<file path="src/rtl/tpu_pkg.sv">
// Shared TPU definitions: collector FSM states and result-matrix geometry.
package tpu_pkg;

    // 2x2 result matrix, drained as four words
    localparam int MAT_WORDS = 4;
    localparam int IDX_W     = $clog2(MAT_WORDS);

    typedef enum logic [1:0] {
        IDLE   = 2'd0,
        SETTLE = 2'd1,
        DRAIN  = 2'd2,
        CLEAR  = 2'd3
    } state_t;

endpackage

</file>
<file path="src/rtl/relu_unit.sv">
// Combinational ReLU: zeroes signed-negative words when enabled.
module relu_unit #(
    parameter int DATA_W = 8
) (
    input  logic              en,
    input  logic [DATA_W-1:0] din,
    output logic [DATA_W-1:0] dout
);

    // MSB set means negative in two's complement
    assign dout = (en && din[DATA_W-1]) ? '0 : din;

endmodule

</file>
<file path="src/rtl/result_collector.sv">
// Collects the 2x2 accumulator matrix once both columns are full, optionally
// applies ReLU, streams the words row-major over valid/ready, then pulses
// acc_clear to reset the accumulators.
module result_collector
    import tpu_pkg::*;
#(
    parameter int DATA_W = 8
) (
    input  logic              clk,
    input  logic              reset,
    input  logic              acc0_full,
    input  logic              acc1_full,
    input  logic [DATA_W-1:0] acc0_mem_0,
    input  logic [DATA_W-1:0] acc0_mem_1,
    input  logic [DATA_W-1:0] acc1_mem_0,
    input  logic [DATA_W-1:0] acc1_mem_1,
    input  logic              relu_en,
    input  logic              out_ready,
    output logic              out_valid,
    output logic [DATA_W-1:0] out_data,
    output logic              out_row,
    output logic              out_col,
    output logic              out_last,
    output logic              acc_clear,
    output logic              busy
);

    state_t state, state_nxt;

    // Words are indexed row-major: index = row*2 + col
    logic [MAT_WORDS-1:0][DATA_W-1:0] raw_w;
    logic [MAT_WORDS-1:0][DATA_W-1:0] relu_w;
    logic [MAT_WORDS-1:0][DATA_W-1:0] res_q;
    logic [IDX_W-1:0]                 rd_idx;

    logic both_full;
    logic capture;
    logic xfer;
    logic idx_last;
    logic last_xfer;

    assign both_full = acc0_full & acc1_full;

    // accC_mem_R holds result[R][C]
    assign raw_w[0] = acc0_mem_0;
    assign raw_w[1] = acc1_mem_0;
    assign raw_w[2] = acc0_mem_1;
    assign raw_w[3] = acc1_mem_1;

    // ReLU is applied on the way into the result register, so relu_en only
    // matters at the capture edge
    for (genvar g = 0; g < MAT_WORDS; g++) begin : g_relu
        relu_unit #(.DATA_W(DATA_W)) u_relu (
            .en   (relu_en),
            .din  (raw_w[g]),
            .dout (relu_w[g])
        );
    end

    assign out_valid = (state == DRAIN);
    assign xfer      = out_valid & out_ready;
    assign idx_last  = (rd_idx == IDX_W'(MAT_WORDS - 1));
    assign last_xfer = xfer & idx_last;

    // State register
    always_ff @(posedge clk or posedge reset) begin
        if (reset) state <= IDLE;
        else       state <= state_nxt;
    end

    // Next-state logic; SETTLE gives the accumulators one cycle to copy
    // their final sums to the outputs before capture
    always_comb begin
        state_nxt = state;
        capture   = 1'b0;
        case (state)
            IDLE:   if (both_full) state_nxt = SETTLE;
            SETTLE: begin
                if (both_full) begin
                    capture   = 1'b1;
                    state_nxt = DRAIN;
                end else begin
                    state_nxt = IDLE;
                end
            end
            DRAIN:  if (last_xfer) state_nxt = CLEAR;
            CLEAR:  state_nxt = IDLE;
            default: state_nxt = IDLE;
        endcase
    end

    // Result register, loaded once per matrix
    always_ff @(posedge clk or posedge reset) begin
        if (reset)        res_q <= '0;
        else if (capture) res_q <= relu_w;
    end

    // Read index advances only on an accepted beat; wraps to 0 after the last
    always_ff @(posedge clk or posedge reset) begin
        if (reset)        rd_idx <= '0;
        else if (capture) rd_idx <= '0;
        else if (xfer)    rd_idx <= rd_idx + 1'b1;
    end

    // Outputs are gated by DRAIN so they read zero whenever nothing is offered
    assign out_data  = out_valid ? res_q[rd_idx] : '0;
    assign out_row   = out_valid & rd_idx[1];
    assign out_col   = out_valid & rd_idx[0];
    assign out_last  = out_valid & idx_last;
    assign acc_clear = (state == CLEAR);
    assign busy      = (state != IDLE);

endmodule
</file>
<file path="config.mk">
export PLATFORM = sky130hd
export DESIGN_NAME = result_collector
export DESIGN_NICKNAME = d
export VERILOG_FILES = /design/src/rtl/tpu_pkg.sv /design/src/rtl/relu_unit.sv /design/src/rtl/result_collector.sv
export SDC_FILE = /design/constraint.sdc
export NUM_CORES = 1
export LEC_CHECK = 0
export ABC_AREA = 0
export CAP_MARGIN = 20
export CORE_AREA = 2 2 63 65
export CTS_CLUSTER_SIZE = 30
export DETAILED_ROUTE_END_ITERATION = 16
export DIE_AREA = 0 0 65 67
export GPL_TIMING_DRIVEN = 0
export PLACE_DENSITY_LB_ADDON = 0.12
export SLEW_MARGIN = 10
export SYNTH_ARGS = -nofsm -noshare
export SYNTH_HDL_FRONTEND = slang
export SYNTH_SLANG_ARGS = --single-unit
</file>
<file path="constraint.sdc">
create_clock -name clk -period 3.1 [get_ports clk]
set_input_delay 0.465 -clock clk [delete_from_list [all_inputs] [get_ports clk]]
set_output_delay 0.465 -clock clk [all_outputs]
set_load 0.01 [all_outputs]
</file>
Word-level counts from Yosys, hierarchy flattened
Cells that the tools add are included.
{"block": "word_totals", "register_bits": 36, "out_inout_bits": 14, "inputBits": 38}
{"block": "op_classes", "add_sub_neg": 1, "mux": 15, "reduce_logical": 8, "n_eq_ne": 6, "order_cmp": 1, "bitwise": 6}
{"cell": "$mux 8", "count": 6}
{"cell": "$bmux 8 s2", "count": 1}
{"cell": "$mux 2", "count": 5}
{"cell": "$pmux 2 s4", "count": 1}
{"cell": "$and 1x1->1", "count": 6}
{"cell": "$eq 2x2->1 const B", "count": 3}
{"cell": "$logic_and 1x1->1", "count": 4}
{"cell": "$reduce_bool 2->1", "count": 2}
{"cell": "$lt 2x3->1 const B", "count": 1}
{"cell": "$add 2x1->2 const B", "count": 1}
{"cell": "$eq 2x1->1 const B", "count": 1}
{"cell": "$logic_not 2->1", "count": 1}
{"cell": "$mux 1", "count": 2}
{"cell": "$ne 2x1->1 const B", "count": 1}
{"cell": "$ne 2x2->1 const B", "count": 1}
{"cell": "$reduce_and 2->1", "count": 1}

Logic depth before layout (Yosys ltp)
{"block": "logic_depth", "word_depth": 5, "mapped_depth": 5, "ltp_nobuf": 3}

Hierarchy
From an unflattened synthesis, not the netlist that was laid out.
{"block": "hier_totals", "hier_cells": 153, "hier_area_um2": 2013.2}
{"module": "result_collector", "instances": 1, "area_each_um2": 1778.0, "seq_area_each_um2": 900.9, "cells_per_inst": 121}
{"module": "relu_unit", "instances": 4, "area_each_um2": 58.8, "seq_area_each_um2": 0.0, "cells_per_inst": 8}

Worst setup path before layout
No wires, ideal clock.
{"block": "synth_timing", "path_kind": "register to output", "from": "register rd_idx[0]", "to": "output out_data[5]", "t_arrival_ps": 1068, "n_path_buf": 2, "path_slack_ps": 1567, "stages_incl_launch_ff": 5, "cell_sequence": "dfrtp_1 -> buf_4 -> buf_4 -> mux2i_1 -> o22ai_1"}
{"block": "synth_via", "elab_chain_len": 3}
{"item": "from (decl)", "line": "result_collector.sv:34", "source": "logic [IDX_W-1:0] rd_idx;"}
{"item": "from (signal assigned)", "line": "result_collector.sv:102", "source": "else if (xfer) rd_idx <= rd_idx + 1'b1;"}
{"item": "$bmux 8 s2", "line": "result_collector.sv:106", "source": "assign out_data = out_valid ? res_q[rd_idx] : '0;"}
{"item": "$mux 8 (implied by the code)", "line": "result_collector.sv:106"}
{"item": "$mux 8", "line": "result_collector.sv:106"}
{"item": "to (decl)", "line": "result_collector.sv:20", "source": "output logic [DATA_W-1:0] out_data,"}
Every way passes these cells. The select of a mux whose other input is x is not followed.

Worst setup path in the final report
{"block": "layout_timing", "from": "register rd_idx[0]", "to": "output out_data[4]"}
Same word-level chain as after synthesis.

==> reports/results.txt <==
The minimum setup slack among reg-to-reg paths was 1.81 ns. Endpoint with the worst hold slack: res_q[23]. The worst-skew pair later-pin latency came out at 0.29 ns. By count the netlist is led by 66 x nand2_1, 36 x dfrtp_1, 29 x o21ai_1. The run gives 0 as the final-report max-slew violation count. Summed over all failing endpoints, the final setup total negative slack is 0 ns.

The worst path in the final design needs a cycle of 2.42 ns, including I/O delays and setup. The flow ran to the end, and the final reports show no timing, DRC or antenna violations. Once placement finished, the instance area stood at 0.00235 mm^2.

The path class of the tightest hold or removal check is flip-flop to flip-flop. TritonCTS built the clock tree. The proportion of total power due to net switching is 0.325.

The peak ir drop on the vdd network was 0.000383 V; the filler-free cell count of the finished design was 300. The most frequent cell after synthesis is nand2_1. STA classifies the critical path endpoint as an output pin. Synthesis produced a netlist with a net count of 232. The via count of the first global-routing pass is 1579.

The vertical die dimension was 67 um. The combined buffer and inverter count along the critical path works out to 3. The delay of the slowest cell on the worst path is 0.49 ns. The run gives 0.227 as the portion of total power attributed to the clock network. The logs give 0.00247 mm^2 for the area of all placed cells without fillers and 1.96 ns for the data arrival time of the critical path.

The number of routed nets with antenna violations was 0. Of all nets on the critical path, the largest fanout is 10. In this run, the number of DRC markers left after iteration 0 of detailed routing was 116. Sequential share of power: 0.405. Origin of the worst min-delay path: res_q[23]. Of all cell types, the one taking the most synthesized area is dfrtp_1. For this design the total switching power over the nets is 0.000650 W. The tools report the critical path launch point type as a flip-flop. The global placement routability congestion came out at 0.788. For this design the top-level I/O count stands at 52.

After global routing the overflow that remains totals 0. The number of clock sinks was 36; the maximum buffer depth of the clock tree was 2. After detailed routing, the number of vias per cell comes to 5.15. The post-route core utilization was 0.686. The remaining max-slew budget at the tightest pin is 0.510, and the count of yosys warnings during synthesis is 0. For the worst setup path, the data required time is 2.63 ns. The fraction of synthesis flops using an asynchronous set or reset pin was 1.00. Part of the power in combinational logic: 0.369. The total of flip-flops plus latches after synthesis is 36, and the core area is 0.00361 mm^2. The logs give 0.00308 ns for the final setup skew and 0 for the number of design rule violations left after detail routing.

The area fraction of the dominant cell type after synthesis works out to 0.507. The critical path is of the flip-flop to output pin type. The die is 65 um wide.

The logs give 0 for the number of antenna violations at the first check in global routing and 0 for the final count of negative-setup-slack endpoints. For the total via count after detailed routing, the log shows 1545. The global-route wire length before repair came out at 7070 um. Post-CTS timing repair inserted 0 buffers for setup. The maximum number of pins on one net before global-route repair came out at 37.

In this run the critical register-to-register path is captured at res_q[25]. After detailed routing, the average wire length per cell comes to 13.9 um. The run gives 0.507 as the share of the yosys chip area belonging to registers. The count of mapped cells out of synthesis is 193.

For the leakage power figure, the log shows 1.16 nW. The global-route total usage across every layer was 0.218. The gate family responsible for the most delay along the worst path is buffers and inverters. The layout cell share with drive strength beyond 1 was 0.0873.

For the total clock buffers created by CTS, the log shows 5. The max capacitance violation total was 0; the clock-pin transition on the worst setup and hold timing paths was 0.07 ns. Total detailed-routing wirelength: 4180 um.

The tools report the design internal power as 0.00135 W. The initial core utilization is 0.493, and the number of nets at the end of the flow is 290. The synthesized netlist contains 24 unique library cells. For the pin with the worst max-slew slack, the measured transition is 0.734 ns.

The cell with the biggest individual delay on the critical path was clkdlybuf4s50_1. Setup repair after global routing left no endpoint under its margin. Summed over all nets, the half-perimeter wirelength after detailed placement is 3110 um. For this run, the detailed router's first-pass iteration total came to 6. After clock tree synthesis, the flow added hold-fix buffers numbering 0. The dominant synthesized flop cell was dfrtp_1. Share of the clock period used by the worst path: 0.782.

The tree is rooted in a clkbuf_8. Ranked by total cell area, the synthesized netlist is headed by dfrtp_1 51%, nand2_1 14%, mux2i_1 9.0%. The mean area per synthesized cell was 9.21 um^2; the post-placement cell count was 292.

Summing every instance area after synthesis gives 0.00178 mm^2. After clock tree synthesis, the repair step resized 0 gates. Yosys mapped a number of flops with a built-in enable equal to 0.

The total power per unit cell area came out at 809 mW/mm^2. Counting cells, the worst reg-to-reg path comes to 3. The number of antenna diodes in the final layout is 0. The tools report the number of failing hold endpoints at the final stage as 0. Cell repeated most along the worst path: buf_4. For the die area, the log shows 0.00436 mm^2. Buffers placed on the I/O ports in this run total 51. After floorplanning, the core was divided into 22 placement rows. The number of stages on the worst hold path came out at 2.

Compared with the post-synthesis result, the final layout area differs by 39.2%. For this run, the top clock speed supported by timing is 412 MHz. In this run the number of H-tree levels came out at 2.

Traced cell by cell, the critical path runs through buf_4 -> buf_4 -> mux2i_1 -> o22ai_1 -> clkdlybuf4s50_1.
==> how the worst max path moves through the flow <==
stage                    from  depth (start not counted)     endpoint  slack (ns)
finish              rd_idx[0]                          5  out_data[4]        0.68
detailed placement  rd_idx[0]                          5  out_data[4]        0.98
global route        flip-flop                          5  out_data[5]        0.52
CTS                 rd_idx[0]                          5  out_data[4]        0.66
floorplan           rd_idx[0]                          4  out_data[5]        1.57
global placement    rd_idx[0]                          5  out_data[5]        0.98
==> worst register-to-register path: stages, from the launching register on <==
cell and delay (ns):
dfrtp_1 0.41, nand4b_2 0.20, clkbuf_1 0.41, o21ai_1 0.14
==> area by class of cell <==
class / instances / area, um^2
Fill cell: 308 / 1130
Sequential cell: 36 / 901
Multi-Input combinational cell: 143 / 773
Timing Repair Buffer: 51 / 510
Clock buffer: 7 / 96.3
Buffer: 11 / 91.3
Tap cell: 48 / 60.1
Clock inverter: 1 / 30.0
Inverter: 3 / 11.3
==> layer usage <==
| layer | part of all wire | GRT usage | wire [um] | up-vias |
|---|---|---|---|---|
| li1 | - | - | - | 760 |
| met1 | 0.45 | 0.262 | 1860 | 733 |
| met2 | 0.49 | 0.375 | 2050 | 43 |
| met3 | 0.045 | 0.0422 | 186 | 9 |
| met4 | 0.019 | 0.106 | 80 | 0 |
| met5 | 0 | 0 | 0 | - |
==> layout by cell type, fill, tap and decap left out, drive strengths merged <==
cell type,synthesis,final
a21boi,1,1
a21oi,1,1
and2,4,4
buf,9,9
bufinv,0,1
clkbuf,2,9
clkdlybuf4s50,0,51
dfrtp,36,36
ha,1,1
inv,3,3
mux2i,16,16
nand2,67,67
nand2b,5,5
nand3,2,2
nand3b,2,2
nand4b,1,1
nor2b,1,1
o21ai,32,32
o22ai,8,8
or2,1,1
xnor2,1,1
==> registers in the layout, summed over array words and instances (netlist names), named ones only <==
signal,count
res_q,32
rd_idx,2
state,1
==> per-stage QoR <==
stage | hold WS, ns | worst slack, ns | total power, W
finish | 0.491 | 0.676 | 0.00200
detailed placement | 0.475 | 0.977 | 0.00156
global route | 0.515 | 0.520 | 0.00214
global placement | 0.464 | 0.980 | 0.00153
CTS | 0.491 | 0.662 | 0.00201
floorplan | 0.449 | 1.57 | 0.00128
==> cell families after synthesis <==
group                      after synthesis  synth area share
AOI/OAI and AO/OA                       42             0.129
xor gates and xnor gates                 1           0.00493
adders and majority gates                1           0.00704
buffers and inverters                   14            0.0577
DFF                                     36             0.507
muxes                                   16            0.0901
and+or+nand+nor                         83             0.204
==> power by group through the flow <==
stage | combinational, W | sequential (W) | clock (W)
after floorplan | 0.000505 | 0.000776 | 0
after global placement | 0.000724 | 0.000810 | 0
after detailed placement | 0.000742 | 0.000820 | 0
after CTS | 0.000746 | 0.000810 | 0.000452
after global routing | 0.000828 | 0.000839 | 0.000478
final | 0.000738 | 0.000811 | 0.000453
No activity file was read; power rests on OpenSTA's default activity.
